===== config.mk =====
export PLATFORM = sky130hd
export DESIGN_NAME = spi_master_engine
export DESIGN_NICKNAME = d
export VERILOG_FILES = /design/src/rtl/spi_master_engine.sv
export SDC_FILE = /design/constraint.sdc
export NUM_CORES = 1
export LEC_CHECK = 0
export CORE_MARGIN = 2
export CORE_UTILIZATION = 30
export CTS_BUF_LIST = sky130_fd_sc_hd__clkbuf_16
export CTS_CLUSTER_DIAMETER = 30
export DETAILED_ROUTE_END_ITERATION = 7
export PLACE_DENSITY = 0.52
export SYNTH_ARGS = -nofsm -noshare
export SYNTH_HDL_FRONTEND = slang
export SYNTH_SLANG_ARGS = --single-unit

===== constraint.sdc =====
create_clock -name iSysClk -period 4.8 [get_ports iSysClk]
set_clock_uncertainty 0.1 [all_clocks]
set_input_delay 1.2 -clock iSysClk [delete_from_list [all_inputs] [get_ports iSysClk]]
set_output_delay 1.2 -clock iSysClk [all_outputs]
set_load 0.005 [all_outputs]

===== src/rtl/spi_master_engine.sv =====
// SPI master: four modes, burst frames under one CS, runtime SCK divider.
// One-entry holding buffer in front of the shifter keeps bursts gapless.
module spi_master_engine #(
  parameter int pDataWidth = 8,
  parameter int pCsNum     = 2,
  parameter int pDivWidth  = 8,
  parameter int pLenWidth  = 12,
  parameter int pCsWidth   = (pCsNum > 1) ? $clog2(pCsNum) : 1
) (
  input  logic                  iSysClk,
  input  logic                  iSysRst,
  input  logic                  iSpiEn,
  input  logic                  iCpol,
  input  logic                  iCpha,
  input  logic [pDivWidth-1:0]  iDiv,
  input  logic [pCsWidth-1:0]   iCsSel,
  input  logic [pLenWidth-1:0]  iLen,
  input  logic [pDataWidth-1:0] iWd,
  input  logic                  iWdVd,
  output logic                  oWdRdy,
  output logic [pDataWidth-1:0] oRd,
  output logic                  oRdVd,
  output logic                  oBusy,
  output logic                  oDone,
  output logic                  oSck,
  output logic                  oMosi,
  input  logic                  iMiso,
  output logic [pCsNum-1:0]     oCs
);

  localparam int cEdgeW = $clog2(2 * pDataWidth);
  localparam logic [cEdgeW-1:0] cLastEdge =
    cEdgeW'(2 * pDataWidth - 1);

  typedef enum logic [2:0] {
    sIdle, sSetup, sXfer, sStall, sHold
  } state_t;

  state_t                state;
  logic                  bufFull;
  logic [pDataWidth-1:0] bufData;
  logic [pDataWidth-1:0] txSh;
  logic [pDataWidth-1:0] rxSh;
  logic [cEdgeW-1:0]     edgeCnt;
  logic [pDivWidth-1:0]  divCnt;
  logic [pDivWidth-1:0]  divLat;
  logic [pLenWidth-1:0]  frmCnt;
  logic [pLenWidth-1:0]  lenLat;
  logic                  cpolLat;
  logic                  cphaLat;

  logic                  tick;
  logic                  accept;
  logic                  lastEdge;
  logic                  sampleEdge;
  logic                  shiftEdge;
  logic                  moreFrames;
  logic [pDataWidth-1:0] rxNext;
  logic [pCsNum-1:0]     csMask;

  assign oWdRdy = iSpiEn && !iSysRst && !bufFull && (state != sHold);
  assign accept = iWdVd && oWdRdy;
  assign tick   = (divCnt == divLat);

  always_comb begin
    lastEdge   = (edgeCnt == cLastEdge);
    // CPHA=1 already has the MSB on the line, so edge 0 does not shift
    sampleEdge = cphaLat ? edgeCnt[0] : !edgeCnt[0];
    shiftEdge  = cphaLat ? (!edgeCnt[0] && (edgeCnt != '0))
                         : (edgeCnt[0] && !lastEdge);
    moreFrames = (frmCnt != lenLat);
    rxNext     = rxSh;
    if (sampleEdge)
      rxNext = {rxSh[pDataWidth-2:0], iMiso};
    csMask = ~(pCsNum'(1) << iCsSel);
  end

  always_ff @(posedge iSysClk or posedge iSysRst) begin
    if (iSysRst) begin
      state   <= sIdle;
      bufFull <= 1'b0;
      bufData <= '0;
      txSh    <= '0;
      rxSh    <= '0;
      edgeCnt <= '0;
      divCnt  <= '0;
      divLat  <= '0;
      frmCnt  <= '0;
      lenLat  <= '0;
      cpolLat <= 1'b0;
      cphaLat <= 1'b0;
      oRd     <= '0;
      oRdVd   <= 1'b0;
      oBusy   <= 1'b0;
      oDone   <= 1'b0;
      oSck    <= 1'b0;
      oMosi   <= 1'b1;
      oCs     <= '1;
    end else begin
      oRdVd <= 1'b0;
      oDone <= 1'b0;
      if (!iSpiEn) begin
        state   <= sIdle;
        bufFull <= 1'b0;
        divCnt  <= '0;
        oBusy   <= 1'b0;
        oSck    <= iCpol;
        oMosi   <= 1'b1;
        oCs     <= '1;
      end else begin
        if (accept && (state == sSetup || state == sXfer)) begin
          bufData <= iWd;
          bufFull <= 1'b1;
        end
        unique case (state)
          sIdle: begin
            divCnt <= '0;
            oSck   <= iCpol;
            oCs    <= '1;
            oMosi  <= 1'b1;
            if (accept) begin
              cpolLat <= iCpol;
              cphaLat <= iCpha;
              divLat  <= iDiv;
              lenLat  <= iLen;
              frmCnt  <= '0;
              edgeCnt <= '0;
              txSh    <= iWd;
              oMosi   <= iWd[pDataWidth-1];
              oCs     <= csMask;
              oBusy   <= 1'b1;
              state   <= sSetup;
            end
          end
          sSetup: begin
            divCnt <= tick ? '0 : divCnt + pDivWidth'(1);
            if (tick)
              state <= sXfer;
          end
          sXfer: begin
            divCnt <= tick ? '0 : divCnt + pDivWidth'(1);
            if (tick) begin
              oSck <= ~oSck;
              rxSh <= rxNext;
              if (shiftEdge) begin
                txSh  <= txSh << 1;
                oMosi <= txSh[pDataWidth-2];
              end
              if (lastEdge) begin
                oRd     <= rxNext;
                oRdVd   <= 1'b1;
                edgeCnt <= '0;
                if (moreFrames) begin
                  frmCnt <= frmCnt + pLenWidth'(1);
                  if (bufFull) begin
                    txSh    <= bufData;
                    oMosi   <= bufData[pDataWidth-1];
                    bufFull <= 1'b0;
                  end else begin
                    oMosi <= 1'b1;
                    state <= sStall;
                  end
                end else begin
                  oMosi <= 1'b1;
                  state <= sHold;
                end
              end else begin
                edgeCnt <= edgeCnt + cEdgeW'(1);
              end
            end
          end
          sStall: begin
            divCnt <= '0;
            oSck   <= cpolLat;
            if (accept) begin
              txSh    <= iWd;
              oMosi   <= iWd[pDataWidth-1];
              edgeCnt <= '0;
              state   <= sSetup;
            end
          end
          sHold: begin
            divCnt <= tick ? '0 : divCnt + pDivWidth'(1);
            if (tick) begin
              oCs   <= '1;
              oDone <= 1'b1;
              oBusy <= 1'b0;
              state <= sIdle;
            end
          end
          default: state <= sIdle;
        endcase
      end
    end
  end

endmodule

==> impl_metrics.env <==
export IMPL_layout_commonest_cell="sky130_fd_sc_hd__nand2_1"
export IMPL_synth_sequential_area_ratio_pct=49.6
export IMPL_syn_avg_cell_area_um2=9.30
export IMPL_clock_latency_ps=360
export IMPL_global_route_usage_total_pct=13.8
export IMPL_outcome="completed"
export IMPL_drt_drc_violations_left=0
export IMPL_timing_final_hold_violations=0
export IMPL_ys_flop_type="sky130_fd_sc_hd__dfrtp_1"
export IMPL_cts_tree="built"
export IMPL_p_leak_nw=2.52
export IMPL_drt_first_pass_iters=4
export IMPL_worstSetupEndpoint="oWdRdy"
export IMPL_syn_cell_area_um2=4450
export IMPL_vias_per_cell=5.01
export IMPL_edff_count_synth=0
export IMPL_worst_pin_slew_ps=986
export IMPL_nets=564
export IMPL_cts_clk_slew_worst_paths_ps=70
export IMPL_slew_violations=0
export IMPL_unrepaired_setup_endpoints_after_global_routing="false"
export IMPL_timing_setup_critical_path_class="input port to output port"
export IMPL_drt_total_wl_um=10500
export IMPL_placement_io_buffers=51
export IMPL_cts_htree_levels=3
export IMPL_ys_warnings_count=0
export IMPL_placed_cell_area_um2=5150
export IMPL_hp_class="flip-flop to flip-flop"
export IMPL_worst_path_maximum_fanout=4
export IMPL_synth_top_area_share_pct=47.8
export IMPL_detailroute_via_count=3574
export IMPL_detailedPlacementHpwl_um=7380
export IMPL_grt_overflow_total=0
export IMPL_worst_setup_path_start="iSpiEn"
export IMPL_top_library_cells_by_usage_in_the_layout_fill_and_taps_aside="sky130_fd_sc_hd__nand2_1, sky130_fd_sc_hd__dfrtp_1, sky130_fd_sc_hd__clkdlybuf4s50_1"
export IMPL_yosysTopAreaCell="sky130_fd_sc_hd__dfrtp_1"
export IMPL_seq_cells_post_synth=88
export IMPL_achievable_frequency_mhz=244
export IMPL_routed_wire_length_per_instance_um=14.7
export IMPL_timing_critical_path_from_type="input port"
export IMPL_post_cts_resize_count=0
export IMPL_ir_drop_mv=0.212
export IMPL_synth_lib_cells_used_distinct=47
export IMPL_setup_tns_final_ps=0
export IMPL_final_area_um2=5450
export IMPL_largest_cells_by_area_after_synthesis="sky130_fd_sc_hd__dfrtp_1, sky130_fd_sc_hd__nand2_1, sky130_fd_sc_hd__mux2_2, sky130_fd_sc_hd__xor2_1, sky130_fd_sc_hd__o21ai_0"
export IMPL_ys_async_sr_fraction_pct=100
export IMPL_final_layout_size_suffix_gt1_share_pct=9.45
export IMPL_powerDensity_nw_per_um2=490
export IMPL_worst_slew_margin_rel_pct=34.2
export IMPL_postRouteAntennaNets=0
export IMPL_vias_in_the_first_global_route=3520
export IMPL_antenna_diode_count=0
export IMPL_worst_r2r_cell_count=6
export IMPL_finalWorstPathRequiredPeriod_ps=4110
export IMPL_r2r_slack_ps=1790
export IMPL_regToRegEndpoint="txSh[4]"
export IMPL_critPathArrivalTime_ps=2810
export IMPL_cts_buffers=9
export IMPL_first_pass_grt_wire_length_um=17500
export IMPL_cts_sink_count=88
export IMPL_number_of_buffers_inserted_by_hold_repair_at_cts=0
export IMPL_globalplace_congestion=0.803
export IMPL_cts_post_setup_buffers_inserted=0
export IMPL_mapped_nets=518
export IMPL_launching_point_of_the_worst_reg2reg_path="divCnt[5]"
export IMPL_grt_max_degree=77
export IMPL_critPathCaptureType="output port"
export IMPL_rows=44
export IMPL_cts_max_path_buffers=2
export IMPL_die_area_um2=15800
export IMPL_clock_tree_root_cell="sky130_fd_sc_hd__clkbuf_16"
export IMPL_final_setup_viol_count=0
export IMPL_initial_antenna_violation_count=0
export IMPL_floorplan_die_width_um=126
export IMPL_worst_endpoint_required_ps=3500
export IMPL_syn2layout_area_growth_pct=22.6
export IMPL_total_i_o_pin_count=52
export IMPL_die_height_um=126
export IMPL_netlist_instances=478
export IMPL_initial_core_util_pct=30.7
export IMPL_finalCritPeriodShare_pct=85.5
export IMPL_drv_cap=0
export IMPL_drt_iter0_drc=175
export IMPL_core_region_area_um2=14500
-- worst min path at each step --
stage | from | endpoint | slack (ps) | cells past startpoint
6_report | oRd[4] | oRd[4] | 380 | 2
5_1_grt | cpolLat | cpolLat | 410 | 2
4_1_cts | cpolLat | cpolLat | 380 | 2
3_5_place_dp | cpolLat | cpolLat | 360 | 2
3_3_place_gp | cpolLat | cpolLat | 350 | 2
2_1_floorplan | cpolLat | cpolLat | 340 | 2
-- metrics by stage --
| stage | hold WS, ps | total power, mW | instances | setup WS, ps | util, % |
|---|---|---|---|---|---|
| after floorplan | 339 | 1.65 | 478 | 145 | - |
| after global placement | 354 | 1.96 | 697 | 696 | 35.6 |
| after detailed placement | 365 | 1.98 | 697 | 628 | 35.6 |
| after CTS | 382 | 2.70 | 713 | 704 | 37.6 |
| after global routing | 409 | 2.85 | 713 | 633 | 37.6 |
| final | 379 | 2.67 | 713 | 695 | 37.6 |
-- area by class of cell --
type / count / area, um^2
clock buffers: 9 / 225
clock inverters: 7 / 77.6
fillers: 1467 / 9030
inverters: 18 / 68.8
multi-input cells: 351 / 2090
flip-flops and latches: 88 / 2210
well taps: 184 / 230
repair buffers: 56 / 548
-- synth_stat cells (4+ instances only) --
cell type / number
sky130_fd_sc_hd__inv_1: 18
sky130_fd_sc_hd__nand3_1: 15
sky130_fd_sc_hd__ha_1: 4
sky130_fd_sc_hd__nor2b_1: 5
sky130_fd_sc_hd__mux2_2: 19
sky130_fd_sc_hd__dfrtp_1: 85
sky130_fd_sc_hd__a31oi_1: 5
sky130_fd_sc_hd__mux2i_1: 9
sky130_fd_sc_hd__a22o_1: 4
sky130_fd_sc_hd__or3_1: 14
sky130_fd_sc_hd__nand2_1: 105
sky130_fd_sc_hd__and3_1: 5
sky130_fd_sc_hd__a211oi_1: 9
sky130_fd_sc_hd__xor2_1: 23
sky130_fd_sc_hd__clkbuf_1: 18
sky130_fd_sc_hd__a21oi_1: 23
sky130_fd_sc_hd__nor4_1: 6
sky130_fd_sc_hd__nor2_1: 27
sky130_fd_sc_hd__nand4_1: 4
sky130_fd_sc_hd__o21ai_0: 30
sky130_fd_sc_hd__and2_1: 4
sky130_fd_sc_hd__o32ai_1: 7
-- cell families (layout without fill, tap and decap cells) --
group | count (synthesis) | count (layout) | synth area share (%)
AO/OA/AOI/OAI | 99 | 99 | 14.2
multiplexers | 28 | 28 | 6.84
flip-flops | 88 | 88 | 49.6
buffers and inverters | 39 | 90 | 3.41
AND/OR/NAND/NOR | 197 | 197 | 20.3
XOR/XNOR | 23 | 23 | 4.53
adder cells (fa/ha/maj) | 4 | 4 | 1.13
-- layer usage --
| metal | wire length (um) | vias to the layer above | GRT usage, % |
|---|---|---|---|
| met5 | 0 | - | 0 |
| met1 | 5070 | 1731 | 18.9 |
| met4 | 223 | 0 | 7.11 |
| met2 | 4830 | 59 | 21.0 |
| li1 | - | 1765 | - |
| met3 | 366 | 19 | 2.59 |
-- critical path: stages --
cell and delay [ps]:
sky130_fd_sc_hd__clkdlybuf4s50_1 520, sky130_fd_sc_hd__or3b_4 410, sky130_fd_sc_hd__a21oi_1 140, sky130_fd_sc_hd__clkdlybuf4s50_1 530
-- power breakdown --
part | internal (mW) | switching [mW] | total [mW]
logic | 0.364 | 0.474 | 0.837
clock network | 0.408 | 0.308 | 0.715
registers | 0.947 | 0.169 | 1.12
total | 1.72 | 0.950 | 2.67
-- registers in the layout, summed over array words and instances (netlist names), 2 cells and up --
signal and flops:
rxSh 8, state 3, frmCnt 12, lenLat 12
oCs 2, oRd 8, divLat 8, bufData 8
txSh 7, edgeCnt 4, divCnt 8
(Power assumes the default switching activity.)
